===== config.mk =====
export PLATFORM = sky130hd
export DESIGN_NAME = dmem_arbiter
export DESIGN_NICKNAME = d
export VERILOG_FILES = /design/src/rtl/dmem_arbiter.sv
export SDC_FILE = /design/constraint.sdc
export NUM_CORES = 1
export LEC_CHECK = 0
export ABC_AREA = 1
export ABC_CLOCK_PERIOD_IN_PS = 1600
export CORE_ASPECT_RATIO = 0.9
export CORE_UTILIZATION = 38
export DETAILED_ROUTE_END_ITERATION = 12
export MAX_ROUTING_LAYER = met4
export PLACE_DENSITY = 0.86
export SLEW_MARGIN = 20
export SYNTH_ARGS = -nofsm -noshare
export SYNTH_HDL_FRONTEND = slang
export SYNTH_SLANG_ARGS = --single-unit

===== constraint.sdc =====
create_clock -name clk -period 1.6 [get_ports clk]
set_input_delay 0.16 -clock clk [delete_from_list [all_inputs] [get_ports clk]]
set_output_delay 0.16 -clock clk [all_outputs]
set_load 0.05 [all_outputs]

===== src/rtl/dmem_arbiter.sv =====
// Shares one data memory between the core (C) and loader (L) ports, one access at a time.
// Define DMEM_ARB_CORE_PRIO_EN for fixed core priority; default build is round-robin.
module dmem_arbiter #(
    parameter int ADDR_W  = 32,
    parameter int DATA_W  = 32,
    parameter int MEM_LAT = 2
) (
    input  logic              clk,
    input  logic              rst,
    input  logic              c_req,
    input  logic              c_we,
    input  logic [ADDR_W-1:0] c_addr,
    input  logic [DATA_W-1:0] c_wdata,
    output logic              c_done,
    output logic [DATA_W-1:0] c_rdata,
    output logic              c_stall,
    input  logic              l_req,
    input  logic              l_we,
    input  logic [ADDR_W-1:0] l_addr,
    input  logic [DATA_W-1:0] l_wdata,
    output logic              l_done,
    output logic [DATA_W-1:0] l_rdata,
    output logic [ADDR_W-1:0] mem_a,
    output logic [DATA_W-1:0] mem_wd,
    output logic              mem_we,
    input  logic [DATA_W-1:0] mem_rd,
    output logic              busy,
    output logic              owner
);

    // state  | meaning
    // IDLE   | no transaction; arbitrate pending requests
    // ACCESS | memory access; counter runs down to 0, write/capture on 0
    // RESP   | pulse owner's done, record owner as last
    typedef enum logic [1:0] {IDLE, ACCESS, RESP} state_t;

    localparam logic [3:0] CNT_INIT = 4'(MEM_LAT - 1);

    state_t            state, state_nx;
    logic [3:0]        cnt, cnt_nx;
    logic              last, last_nx;
    logic              own, own_nx;
    logic              lat_we, lat_we_nx;
    logic [ADDR_W-1:0] lat_a, lat_a_nx;
    logic [DATA_W-1:0] lat_wd, lat_wd_nx;
    logic [DATA_W-1:0] rdata, rdata_nx;
    logic              grant_l;

    always_ff @(posedge clk) begin
        if (!rst) begin
            state  <= IDLE;
            cnt    <= '0;
            last   <= 1'b1;
            own    <= 1'b0;
            lat_we <= 1'b0;
            lat_a  <= '0;
            lat_wd <= '0;
            rdata  <= '0;
        end else begin
            state  <= state_nx;
            cnt    <= cnt_nx;
            last   <= last_nx;
            own    <= own_nx;
            lat_we <= lat_we_nx;
            lat_a  <= lat_a_nx;
            lat_wd <= lat_wd_nx;
            rdata  <= rdata_nx;
        end
    end

    always_comb begin
        state_nx  = state;
        cnt_nx    = cnt;
        last_nx   = last;
        own_nx    = own;
        lat_we_nx = lat_we;
        lat_a_nx  = lat_a;
        lat_wd_nx = lat_wd;
        rdata_nx  = rdata;
        grant_l   = 1'b0;
        case (state)
            IDLE: begin
                if (c_req || l_req) begin
`ifdef DMEM_ARB_CORE_PRIO_EN
                    grant_l = l_req & ~c_req;
`else
                    // on a tie, the port that did not go last wins
                    grant_l = l_req & (~c_req | ~last);
`endif
                    own_nx    = grant_l;
                    lat_we_nx = grant_l ? l_we    : c_we;
                    lat_a_nx  = grant_l ? l_addr  : c_addr;
                    lat_wd_nx = grant_l ? l_wdata : c_wdata;
                    cnt_nx    = CNT_INIT;
                    state_nx  = ACCESS;
                end
            end
            ACCESS: begin
                if (cnt != 4'd0) begin
                    cnt_nx = cnt - 4'd1;
                end else begin
                    rdata_nx = mem_rd;
                    state_nx = RESP;
                end
            end
            RESP: begin
                last_nx  = own;
                state_nx = IDLE;
            end
            default: state_nx = IDLE;
        endcase
    end

    assign busy    = (state != IDLE);
    assign owner   = own;
    assign mem_a   = busy ? lat_a  : '0;
    assign mem_wd  = busy ? lat_wd : '0;
    // gated by rst so a reset landing on the write cycle never commits it
    assign mem_we  = rst & (state == ACCESS) & (cnt == 4'd0) & lat_we;
    assign c_done  = (state == RESP) & ~own;
    assign l_done  = (state == RESP) & own;
    assign c_rdata = rdata;
    assign l_rdata = rdata;
    assign c_stall = c_req & ~c_done;

endmodule


# --- Word level (Yosys, flattened, before mapping) ---
# Cells that the tools add are included.
classes:
  add_sub_neg: 1
  n_eq_ne: 5
  muxes: 11
  n_bitwise: 13
  n_reduce_logical: 10
ops:
  columns: ["operator", "n"]
  rows:
  - ["32-bit 2-to-1 mux", 4]
  - ["4-bit 2-to-1 mux", 2]
  - ["4-bit case mux with 2 select lines", 1]
  - ["1-bit AND", 7]
  - ["2-bit inequality test (second input constant)", 3]
  - ["2-bit AND reduction", 3]
  - ["1-bit NOT", 5]
  - ["4-bit zero test", 1]
  - ["2-bit 2-to-1 mux", 2]
  - ["2-bit case mux with 2 select lines", 1]
  - ["2-bit nonzero test", 2]
  - ["4-bit nonzero test", 1]
  - ["4-bit by 1-bit subtractor with 4-bit output (second input constant)", 1]
  - ["3-bit AND reduction", 1]
  - ["2-bit by 1-bit == test with 1-bit output (second input constant)", 1]
  - ["2-bit == test (second input constant)", 1]
  - ["2-bit zero test", 1]
  - ["1-bit logical OR", 1]
  - ["1-bit 2-to-1 mux", 1]
  - ["1-bit OR", 1]
totals:
  regBits: 105
  in_bits: 166
  word_cells: 48

# --- Logic depth before layout (Yosys ltp) ---
depth:
  word_depth: 4
  mapped_depth: 8
  depth_no_buf: 8

# --- Worst setup path before layout ---
# OpenSTA, ideal clock, no wires.
synth_path:
  path_kind: "register to output"
  startpoint: "register cnt[0]"
  endpoint: "output mem_we"
  t_arrival_ps: 2075
  path_slack_ps: -635
  path_stages_with_launch: 6
  n_path_buf: 1
  path_cell_list: "dfxtp_1 -> inv_1 -> ha_1 -> nand3_2 -> clkbuf_1 -> nor3b_1"
synth_between:
  elab_chain_cells: 3
synth_lines:
  columns: ["element", "line", "text"]
  rows:
  - ["start: declaration", "40", "logic [3:0] cnt, cnt_nx;"]
  - ["start signal: assignment", "61", "cnt <= cnt_nx;"]
  - ["4-bit zero test", "119", "assign mem_we = rst & (state == ACCESS) & (cnt == 4'd0) & lat_we;"]
  - ["1-bit AND (2 in a row)", "119", null]
  - ["end: declaration", "25", "output logic mem_we,"]
# No other way between the ends.

# --- Worst setup path in the final report ---
layout_path:
  startpoint: "register state[0]"
  endpoint: "output mem_we"
layout_between:
  elab_chain_cells: 4
layout_lines:
  columns: ["element", "line", "text"]
  rows:
  - ["start: declaration", "39", "state_t state, state_nx;"]
  - ["start signal: assignment", "60", "state <= state_nx;"]
  - ["2-bit by 1-bit == test with 1-bit output", "119", null]
  - ["1-bit AND (3 in a row)", "119", null]
# No other way between the ends.

==> insert_results.sql <==
INSERT INTO impl_metrics (metric_group, metric, value, unit) VALUES
('grt', 'grt_pass1_vias', '5237', ''),
('layout', 'finish.cell_count_without_fillers', '1216', ''),
('synth', 'post_synth_inst_count', '799', ''),
('layout', 'final_cell_area', '8440', 'um^2'),
('synth', 'postSynthRegisterBits', '105', ''),
('timing', 'drv_slew', '0', ''),
('critical_path', 'rr_worst_depth', '9', ''),
('route', 'viasPerCell', '4.76', ''),
('synth', 'syn-num-nets', '967', ''),
('worst_hold_path', 'hp-class', 'input port to register', ''),
('timing', 'fin_worst_skew', '5.53', 'ps'),
('timing', 'fin_ws', '24.4', 'ps'),
('grt', 'grt_busiest_layer', 'met2', ''),
('route', 'ant_nets', '0', ''),
('grt', 'grt_pass1_wl', '25600', 'um'),
('timing', 'max-slew-margin-rel', '79.0', '%'),
('pwr', 'power_leakage', '3.85', 'nW'),
('timing', 'finalSetupTns', '0', 'ps'),
('critical_path', 'critPathCaptureType', 'output pin', ''),
('critical_path', 'r2r_setup_slack', '70', 'ps'),
('critical_path', 'rr_endpoint', 'lat_wd[14]', ''),
('floorplan', 'overall_die_width', '125', 'um'),
('placement', 'dpl.cell_count', '1193', ''),
('layout', 'layout.cells.most_common', 'sky130_fd_sc_hd__nor2_1', ''),
('worst_hold_path', 'hold_path_depth', '3', ''),
('cts', 'tritoncts', 'done', ''),
('timing', 'report.final.setup_viol', '0', ''),
('critical_path', 'crit_fanout', '3', ''),
('floorplan', 'fp.dieArea', '14000', 'um^2'),
('job', 'maxCapViolCount', '0', ''),
('worst_hold_path', 'hold_path_end', 'state[1]', ''),
('synth', 'yosys_warnings', '0', ''),
('grt', 'overflow_left_after_global_routing', '0', ''),
('timing', 'max_freq', '635', 'MHz'),
('synth', 'netlist_area', '5130', 'um^2'),
('critical_path', 'critical_path.reg2reg.startpoint', 'state[1]', ''),
('route', 'post-route-drc-count', '0', ''),
('critical_path', 'timing.setup.critical_path_class', 'register to output pin', ''),
('cts', 'cts_root_buffer', 'sky130_fd_sc_hd__clkbuf_16', ''),
('placement', 'placed_area', '7780', 'um^2'),
('floorplan', 'floorplan.initialDensity', '39.7', '%'),
('synth', 'synth_area_per_cell', '6.43', 'um^2'),
('synth', 'synth_largest_type_area_fraction', '40.9', '%'),
('grt', 'number_of_antenna_violations_at_the_first_check_in_global_routing', '0', ''),
('timing', 'grt_setup_unrepaired', 'yes', ''),
('floorplan', 'core.rowCount', '39', ''),
('timing', 'worst_slew_pin_slew', '316', 'ps'),
('route', 'drt_pre_antenna_iters', '7', ''),
('layout', 'most-common-layout-cells', 'sky130_fd_sc_hd__nor2_1 (183), sky130_fd_sc_hd__clkdlybuf4s50_1 (164), sky130_fd_sc_hd__nand2_1 (146)', ''),
('placement', 'placement.setup.worst_slack', '-84.0', 'ps'),
('worst_hold_path', 'worstHoldStart', 'rst', ''),
('cts', 'number_of_hold_buffers_added_after_cts', '0', ''),
('timing', 'post-route-min-period', '1580', 'ps'),
('cts', 'clock_insertion_delay_worst_skew', '340', 'ps'),
('route', 'drt_first_iter_violations', '312', ''),
('floorplan', 'fp.dieH', '112', 'um'),
('placement', 'detailedPlacementHpwl', '11500', 'um'),
('critical_path', 'timing.critical_path.from_type', 'register', ''),
('cts', 'clkTransAtPathRegs', '70', 'ps'),
('pwr', 'total_power', '10.3', 'mW'),
('run_status', 'run_status', 'complete, no violations', ''),
('grt', 'grt_util_all_layers', '23.5', '%'),
('grt', 'groute.layer.met2.usage', '41.4', '%'),
('placement', 'io_buffer_count', '299', ''),
('route', 'totalWireLength', '16600', 'um'),
('critical_path', 'critical_path_arrival', '1420', 'ps'),
('pwr', 'peakVddDrop', '0.694', 'mV'),
('route', 'vias', '5787', ''),
('timing', 'hold_viol_final', '0', ''),
('timing', 'finalCritPeriodShare', '98.5', '%'),
('cts', 'tritoncts_num_sinks', '105', '');
[cell type report]
type	instances	area (um^2)
Inverter	78	295
Clock inverter	4	76.3
Fill cell	1114	4500
Tap cell	164	205
Clock buffer	11	253
Multi-Input combinational cell	532	2350
Timing Repair Buffer	322	3150
Sequential cell	105	2110
[registers in the layout, indices dropped and copies added, names as in the netlist]
register	count
state	2
lat_we	1
cnt	4
lat_a	32
owner	1
lat_wd	32
last	1
c_rdata	32
[layer usage]
metal  share of wire [%]  up-vias
met1                  39     2573
met2                  52      257
met4                 1.7        0
li1                    -     2932
met5                   0        -
met3                 7.1       25
[cell usage after synthesis]
cell type                  count
sky130_fd_sc_hd__nor2_1      202
sky130_fd_sc_hd__nand2_1     147
sky130_fd_sc_hd__dfxtp_1     105
sky130_fd_sc_hd__o21ai_0      97
sky130_fd_sc_hd__inv_1        75
sky130_fd_sc_hd__a21oi_1      68
sky130_fd_sc_hd__buf_4        37
sky130_fd_sc_hd__buf_2        22
sky130_fd_sc_hd__clkbuf_1     22
sky130_fd_sc_hd__nand3_1       6
sky130_fd_sc_hd__o21ai_1       4
sky130_fd_sc_hd__buf_1         3
sky130_fd_sc_hd__inv_2         3
sky130_fd_sc_hd__ha_1          2
sky130_fd_sc_hd__nor2_2        2
sky130_fd_sc_hd__nand3_2       1
sky130_fd_sc_hd__nand4_1       1
sky130_fd_sc_hd__nor2_4        1
sky130_fd_sc_hd__nor3b_1       1
[stage by stage]
stage	util, %	hold WS (ps)
5_1_grt	65.2	215
4_1_cts	63.8	185
3_5_place_dp	60.2	451
2_1_floorplan	-	296
6_report	65.2	205
3_3_place_gp	60.2	453
[power by group]
group / switching (mW) / internal (mW)
Clock: 0.968 / 1.45
Combinational: 2.91 / 1.66
Sequential: 0.247 / 3.03
Total: 4.13 / 6.14
[worst max-delay path by stage]
stage,startpoint,endpoint,slack (ps),cells past startpoint
after floorplan,state[1],mem_a[11],-8,4
after detailed placement,c_req,lat_wd[25],-80,7
after global placement,c_req,lat_wd[26],-0.6,7
after CTS,state[0],mem_we,0.3,5
after global routing,state[1],mem_a[30],-40,5
final,state[0],mem_we,20,5
[critical path, cell delays in order (launching register included)]
cell and delay, ps:
sky130_fd_sc_hd__dfxtp_2 370, sky130_fd_sc_hd__inv_2 70, sky130_fd_sc_hd__nor2_4 150, sky130_fd_sc_hd__nand3_4 100, sky130_fd_sc_hd__nor3b_4 220, sky130_fd_sc_hd__buf_12 160
[logic make-up after synthesis]
group	share of synthesized area, %
and+or+nand+nor	27.0
buffers and inverters	15.1
AOI/OAI and AO/OA	16.5
DFF	40.9
adders and majority gates	0.487
[timing repair]
action                                  CTS  global route
pin swaps                                 4             2
gates resized for setup                  21            37
endpoints found under the setup margin   32            64
cloned                                    1             2
setup buffers                             4             1
No activity file was read; power rests on OpenSTA's default activity.
